--- config.mk ---
export PLATFORM = sky130hd
export DESIGN_NAME = board_ctrl
export DESIGN_NICKNAME = d
export VERILOG_FILES = /design/src/rtl/board_pkg.sv /design/src/rtl/key_debounce.sv /design/src/rtl/board_ctrl.sv
export SDC_FILE = /design/constraint.sdc
export NUM_CORES = 1
export LEC_CHECK = 0
export BUFFER_PORTS_ARGS = -buffer_cell sky130_fd_sc_hd__buf_2
export CORE_ASPECT_RATIO = 0.8
export CORE_UTILIZATION = 38
export CTS_BUF_LIST = sky130_fd_sc_hd__clkbuf_16
export DETAILED_ROUTE_END_ITERATION = 16
export PLACE_DENSITY_LB_ADDON = 0.08
export SYNTH_ARGS = -nofsm -noshare
export SYNTH_HDL_FRONTEND = slang
export SYNTH_SLANG_ARGS = --single-unit
--- constraint.sdc ---
create_clock -name clk -period 2.1 [get_ports clk]
set_input_delay 0.42 -clock clk [delete_from_list [all_inputs] [get_ports clk]]
set_output_delay 0.42 -clock clk [all_outputs]
set_load 0.005 [all_outputs]
--- src/rtl/board_pkg.sv ---
`default_nettype none
// ============================================================================
//  Module   : board_pkg
//  Purpose  : Shared register offsets, 7-segment glyph table and hex decoder
//             for the board I/O peripheral.
//  Revision : 1.0  initial release
// ============================================================================
package board_pkg;

  // Register offsets inside the 16-word window
  localparam logic [3:0] KEY_STATE = 4'd0;
  localparam logic [3:0] KEY_EVENT = 4'd1;
  localparam logic [3:0] SW        = 4'd2;
  localparam logic [3:0] LEDG      = 4'd3;
  localparam logic [3:0] LEDR      = 4'd4;
  localparam logic [3:0] HEX_LO    = 4'd5;
  localparam logic [3:0] HEX_HI    = 4'd6;
  localparam logic [3:0] HEX_BLANK = 4'd7;

  // Active-low segments, bit 0 = segment a ... bit 6 = segment g
  typedef logic [6:0] seg7_t;

  localparam seg7_t SEG_BLANK = 7'h7F;

  // Glyphs 0-9, A, b, C, d, E, F (active-low)
  localparam seg7_t SEG_LUT [16] = '{
    7'h40, 7'h79, 7'h24, 7'h30, 7'h19, 7'h12, 7'h02, 7'h78,
    7'h00, 7'h10, 7'h08, 7'h03, 7'h46, 7'h21, 7'h06, 7'h0E
  };

  // Nibble to segment pattern, forced dark when the digit is blanked
  function automatic seg7_t hex_to_seg(input logic [3:0] nib, input logic blank);
    return blank ? SEG_BLANK : SEG_LUT[nib];
  endfunction

endpackage
`default_nettype wire

--- src/rtl/key_debounce.sv ---
`default_nettype none
// ============================================================================
//  Module   : key_debounce
//  Purpose  : One pushbutton: two-FF synchroniser on the inverted (active-low)
//             pin, a restart-on-bounce stability counter, the accepted level
//             and a one-cycle rise indication aligned with its update.
//  Revision : 1.0  initial release
// ============================================================================
module key_debounce
  import board_pkg::*;
#(
  parameter int DEBOUNCE_CYCLES = 24000
) (
  input  logic clk,
  input  logic reset,
  input  logic key_n,
  output logic stable,
  output logic rise
);

  localparam int             CW      = $clog2(DEBOUNCE_CYCLES);
  localparam logic [CW-1:0]  CNT_MAX = CW'(DEBOUNCE_CYCLES - 1);

  logic          meta_q, meta_d;
  logic          sync_q, sync_d;
  logic          stable_q, stable_d;
  logic [CW-1:0] cnt_q, cnt_d;

  // Next state: any agreement with the stable level restarts the count
  always_comb begin
    meta_d   = ~key_n;
    sync_d   = meta_q;
    stable_d = stable_q;
    cnt_d    = '0;
    if (sync_q != stable_q) begin
      if (cnt_q == CNT_MAX) begin
        stable_d = sync_q;
      end else begin
        cnt_d = cnt_q + CW'(1);
      end
    end
  end

  // State registers; reset discards any pending transition
  always_ff @(posedge clk) begin
    if (reset) begin
      meta_q   <= 1'b0;
      sync_q   <= 1'b0;
      stable_q <= 1'b0;
      cnt_q    <= '0;
    end else begin
      meta_q   <= meta_d;
      sync_q   <= sync_d;
      stable_q <= stable_d;
      cnt_q    <= cnt_d;
    end
  end

  assign stable = stable_q;
  // Asserted on the edge where the accepted level goes 0->1
  assign rise   = stable_d & ~stable_q;

endmodule
`default_nettype wire

--- src/rtl/board_ctrl.sv ---
`default_nettype none
// ============================================================================
//  Module   : board_ctrl
//  Purpose  : Board I/O peripheral on the J1 I/O bus: debounced keys with
//             press latching, synchronised switches, LED registers and
//             7-segment digits with per-digit blanking.
//  Revision : 1.0  initial release
// ============================================================================
module board_ctrl
  import board_pkg::*;
#(
  parameter int          NUM_KEYS        = 4,
  parameter int          NUM_SW          = 10,
  parameter int          NUM_HEX         = 4,
  parameter int          NUM_LEDG        = 8,
  parameter int          NUM_LEDR        = 10,
  parameter int          DEBOUNCE_CYCLES = 24000,
  parameter logic [15:0] BASE_ADDR       = 16'h0100
) (
  input  logic                 clk,
  input  logic                 reset,
  input  logic [NUM_KEYS-1:0]  key,
  input  logic [NUM_SW-1:0]    sw,
  output logic [7*NUM_HEX-1:0] hex,
  output logic [NUM_LEDG-1:0]  ledg,
  output logic [NUM_LEDR-1:0]  ledr,
  input  logic [15:0]          io_addr,
  input  logic [15:0]          io_dout,
  input  logic                 io_rd,
  input  logic                 io_wr,
  output logic [15:0]          io_din
);

  logic                 hit;
  logic                 wr_hit;
  logic [3:0]           offset;

  logic [NUM_KEYS-1:0]  key_stable;
  logic [NUM_KEYS-1:0]  key_rise;
  logic [NUM_KEYS-1:0]  key_clr;

  logic [NUM_SW-1:0]    sw_meta_q, sw_sync_q;
  logic [NUM_KEYS-1:0]  event_q, event_d;
  logic [NUM_LEDG-1:0]  ledg_q, ledg_d;
  logic [NUM_LEDR-1:0]  ledr_q, ledr_d;
  logic [4*NUM_HEX-1:0] nib_q, nib_d;
  logic [NUM_HEX-1:0]   blank_q, blank_d;
  logic [31:0]          nib_ext;
  logic [15:0]          rdata;

  // Reads are purely combinational, so the read strobe carries no meaning
  logic unused_rd;
  assign unused_rd = io_rd;

  assign hit    = (io_addr[15:4] == BASE_ADDR[15:4]);
  assign offset = io_addr[3:0];
  assign wr_hit = io_wr & hit;

  // One debouncer per pushbutton
  for (genvar i = 0; i < NUM_KEYS; i++) begin : g_key
    key_debounce #(
      .DEBOUNCE_CYCLES (DEBOUNCE_CYCLES)
    ) u_key_debounce (
      .clk    (clk),
      .reset  (reset),
      .key_n  (key[i]),
      .stable (key_stable[i]),
      .rise   (key_rise[i])
    );
  end

  // Register write decode; a new press beats a same-cycle W1C
  always_comb begin
    key_clr = (wr_hit && offset == KEY_EVENT) ? io_dout[NUM_KEYS-1:0] : '0;
    event_d = key_rise | (event_q & ~key_clr);
    ledg_d  = ledg_q;
    ledr_d  = ledr_q;
    nib_d   = nib_q;
    blank_d = blank_q;
    if (wr_hit && offset == LEDG)      ledg_d  = io_dout[NUM_LEDG-1:0];
    if (wr_hit && offset == LEDR)      ledr_d  = io_dout[NUM_LEDR-1:0];
    if (wr_hit && offset == HEX_BLANK) blank_d = io_dout[NUM_HEX-1:0];
    // Digits 0..3 live in HEX_LO, 4..7 in HEX_HI; absent digits are dropped
    for (int i = 0; i < NUM_HEX; i++) begin
      if (wr_hit && offset == ((i < 4) ? HEX_LO : HEX_HI)) begin
        nib_d[4*i +: 4] = io_dout[4*(i % 4) +: 4];
      end
    end
  end

  // Register file and switch synchroniser
  always_ff @(posedge clk) begin
    if (reset) begin
      sw_meta_q <= '0;
      sw_sync_q <= '0;
      event_q   <= '0;
      ledg_q    <= '0;
      ledr_q    <= '0;
      nib_q     <= '0;
      blank_q   <= '1;
    end else begin
      sw_meta_q <= sw;
      sw_sync_q <= sw_meta_q;
      event_q   <= event_d;
      ledg_q    <= ledg_d;
      ledr_q    <= ledr_d;
      nib_q     <= nib_d;
      blank_q   <= blank_d;
    end
  end

  // Read mux; zero outside the window so the bus can OR the slaves together
  always_comb begin
    nib_ext                  = '0;
    nib_ext[4*NUM_HEX-1:0]   = nib_q;
    rdata                    = '0;
    if (hit) begin
      case (offset)
        KEY_STATE: rdata[NUM_KEYS-1:0] = key_stable;
        KEY_EVENT: rdata[NUM_KEYS-1:0] = event_q;
        SW:        rdata[NUM_SW-1:0]   = sw_sync_q;
        LEDG:      rdata[NUM_LEDG-1:0] = ledg_q;
        LEDR:      rdata[NUM_LEDR-1:0] = ledr_q;
        HEX_LO:    rdata               = nib_ext[15:0];
        HEX_HI:    rdata               = nib_ext[31:16];
        HEX_BLANK: rdata[NUM_HEX-1:0]  = blank_q;
        default:   rdata               = '0;
      endcase
    end
  end

  assign io_din = rdata;
  assign ledg   = ledg_q;
  assign ledr   = ledr_q;

  // Segment drivers per digit
  for (genvar i = 0; i < NUM_HEX; i++) begin : g_hex
    assign hex[7*i +: 7] = hex_to_seg(nib_q[4*i +: 4], blank_q[i]);
  end

endmodule
`default_nettype wire

==> metrics.txt <==
status=finished with violations; violated checks=setup timing; sum of overflow across all layers after global routing=0; DP Cell Count=1,116; post-cts hold buffer count=0; total power per unit cell area=607 nW/um2; Root Buffer Master=clkbuf_16; total iterations of the first detailed-routing run=5; initial core utilization=0.394; async set-or-reset flop fraction in the synthesized netlist=0; arrival time at the worst endpoint=1.96 ns; sequential share of the synthesized area=0.387; most instantiated flip-flop cell in the synthesis netlist=dfxtp_1; R2R depth=5; net count of the mapped netlist=851; nature of the critical path startpoint=flop; pin count of the biggest net entering global routing=75; buffer levels on the longest clock path=2; Final Slew Violations=0; DR DRC count=0; Post-Route Skew=0.00559 ns; Post-Syn Instances=773; commonest non-fill, non-tap cell in the layout=dfxtp_1; total I/O pin count=112; type of the tightest min-delay check=in -> reg; non-filler instance count after layout=1,176; top cells by area in the synthesized netlist=dfxtp_1 39%, mux2i_1 7.8%, nor2_1 5.4%; type of destination of the critical path=output port; max cap viols=0; Yosys reg bits=134; detailed-route wire length=17,800 um; Avg Vias per Cell=5.10; top-area cell type share of the netlist area=0.387; number of synthesized flops with an enable pin=0; RSZ-0062 raised after global routing=yes; Fillers=1,640; standard cell core area=17,600 um2; remaining number of nets flagged by the antenna check after routing=0; number of buffer cells added on primary ports=110; post-layout min period=2.38 ns; Total Die Area=18,800 um2; Final #Nets=1,016; depth of the CTS H-tree=4; vertical extent of the die=123 um; cell taking the most area after synthesis=dfxtp_1; Relative slew margins=0.690; number of buffers inserted during clock tree synthesis=17; number of rows created at floorplan=43; slew at the pin closest to its max-slew limit=0.465 ns; clock-pin transition on the worst setup and hold timing paths=0.06 ns; number of warnings printed during yosys synthesis=0; mean area per synthesized cell=8.98 um2; CTS tree=done; period utilization=1.13; worst setup margin=-0.276 ns; clock network latency to the later pin of the worst-skew pair=0.42 ns; final estimated routing congestion in global placement=0.880; number of library cell types mapped by synthesis=53; hold violation count in the final report=0; highest-count cells in the layout ignoring fill and taps=121 x dfxtp_1, 100 x buf_2, 98 x nor2_1; static leakage=3.52 nW; CP Data Required Time=1.68 ns; number of diodes=0; type of the worst setup path=reg -> out; worst hold path cell count=2; Detailed Place HPWL=12,800 um; layout-stage area growth over the synthesis result=35.9%; aggregate global-route resource usage=0.194; Cell Area, Synth=6940 um2; antenna violations before repair=0; Fmax=421 MHz; vias=5,992; fraction of final layout cells sized beyond drive strength 1=0.329; number of DRC violations after detailed-routing iteration 0=319; via count of the first global-routing pass=5,750; maximum VDD drop=0.530 mV; top fanout value on the critical path=4; average wire per cell in the routed design=15.1 um; power consumption=5.72 mW; Sinks on Clock Net=134; count of endpoints failing setup in the final report=17; wire length of the first global-routing pass=29,000 um; die span in x=153 um
-- metal layers --
metal / vias to the layer above / routed length (um) / GRT usage
met5: - / 0 / 0
met4: 0 / 199 / 0.0650
met3: 19 / 845 / 0.0417
met2: 139 / 8160 / 0.313
met1: 2821 / 8560 / 0.258
li1: 3013 / - / -
-- per-stage QoR --
step / worst slack (ns) / util / hold WS, ns / area [um2] / setup TNS [ns]
floorplan: 0.101 / - / 0.414 / 6940 / 0
global placement: -0.240 / 0.455 / 0.427 / 8000 / -1.95
detailed placement: -0.235 / 0.455 / 0.420 / 8000 / -2.03
CTS: -0.282 / 0.514 / 0.123 / 9040 / -2.23
global route: -0.322 / 0.536 / 0.127 / 9430 / -3.72
finish: -0.276 / 0.536 / 0.142 / 9430 / -2.30
-- state kept, by name (all words and copies together), names as in the netlist --
name and count:
nib_q 16, event_q 4, g_key.u_key_debounce.stable 4, g_key.u_key_debounce.cnt_q 60
g_key.u_key_debounce.sync_q 4, ledg 8, blank_q 4, ledr 10
sw_meta_q 10, g_key.u_key_debounce.meta_q 4, sw_sync_q 10
-- cell usage after synthesis, types with 12 or more instances --
cell type	number
a21oi_1	18
a22oi_1	12
clkbuf_1	30
dfxtp_1	134
ha_1	28
inv_1	22
mux2i_1	54
nand2_1	37
nand2b_1	58
nand3_1	26
nand4_1	16
nor2_1	100
nor2b_1	28
nor3_1	16
nor4_1	20
xnor2_1	37
xor2_1	20
-- worst paths after layout --
check | start | to | slack, ns
max | nib_q[9]$_SDFFE_PP0P_ | hex[17] | -0.28
min | key[3] | g_key[3].u_key_debounce.meta_q$_SDFF_PP0_ | 0.14
max reg2reg | g_key[2].u_key_debounce.cnt_q[9]$_SDFF_PP0_ | g_key[2].u_key_debounce.cnt_q[3]$_SDFF_PP0_ | 0.11
min reg2reg | sw_meta_q[9]$_SDFF_PP0_ | sw_sync_q[9]$_SDFF_PP0_ | 0.43
-- timing repair --
item | CTS | global route
endpoints found under the setup margin | 28 | 52
resized for setup | 84 | 63
pin swaps | 9 | 22
buffers inserted | 13 | 17
-- report_power, final --
group	switching, mW	internal, mW	total [mW]
logic	0.123	0.118	0.241
clock network	1.15	1.75	2.91
registers	0.0114	2.57	2.58
total	1.29	4.44	5.72
-- critical path: stages (launching register included) --
cell	delay (ns)
dfxtp_2	0.36
inv_4	0.06
ha_4	0.26
inv_2	0.03
mux4_2	0.45
or2_4	0.27
buf_6	0.11
-- kinds of logic (layout without fill, tap and decap cells) --
family | after synthesis | after routing | share of synthesized area
AND/OR/NAND/NOR | 348 | 348 | 0.266
flip-flops | 134 | 134 | 0.387
AO/OA/AOI/OAI | 75 | 75 | 0.0801
multiplexers | 68 | 68 | 0.107
buffers and inverters | 63 | 241 | 0.0381
XOR/XNOR | 57 | 57 | 0.0720
adder cells (fa/ha/maj) | 28 | 28 | 0.0505
-- cell type report --
cell class                 instances  area [um2]  share of cell area
inverter                          22         105              0.0111
sequential                       134        2710               0.287
multi-input combinational        576        4440               0.470
clock buffer                      17         425              0.0451
tap                              225         282              0.0298
clock inverter                    15         151              0.0161
timing repair buffer             187        1330               0.141
(Power assumes the default switching activity.)
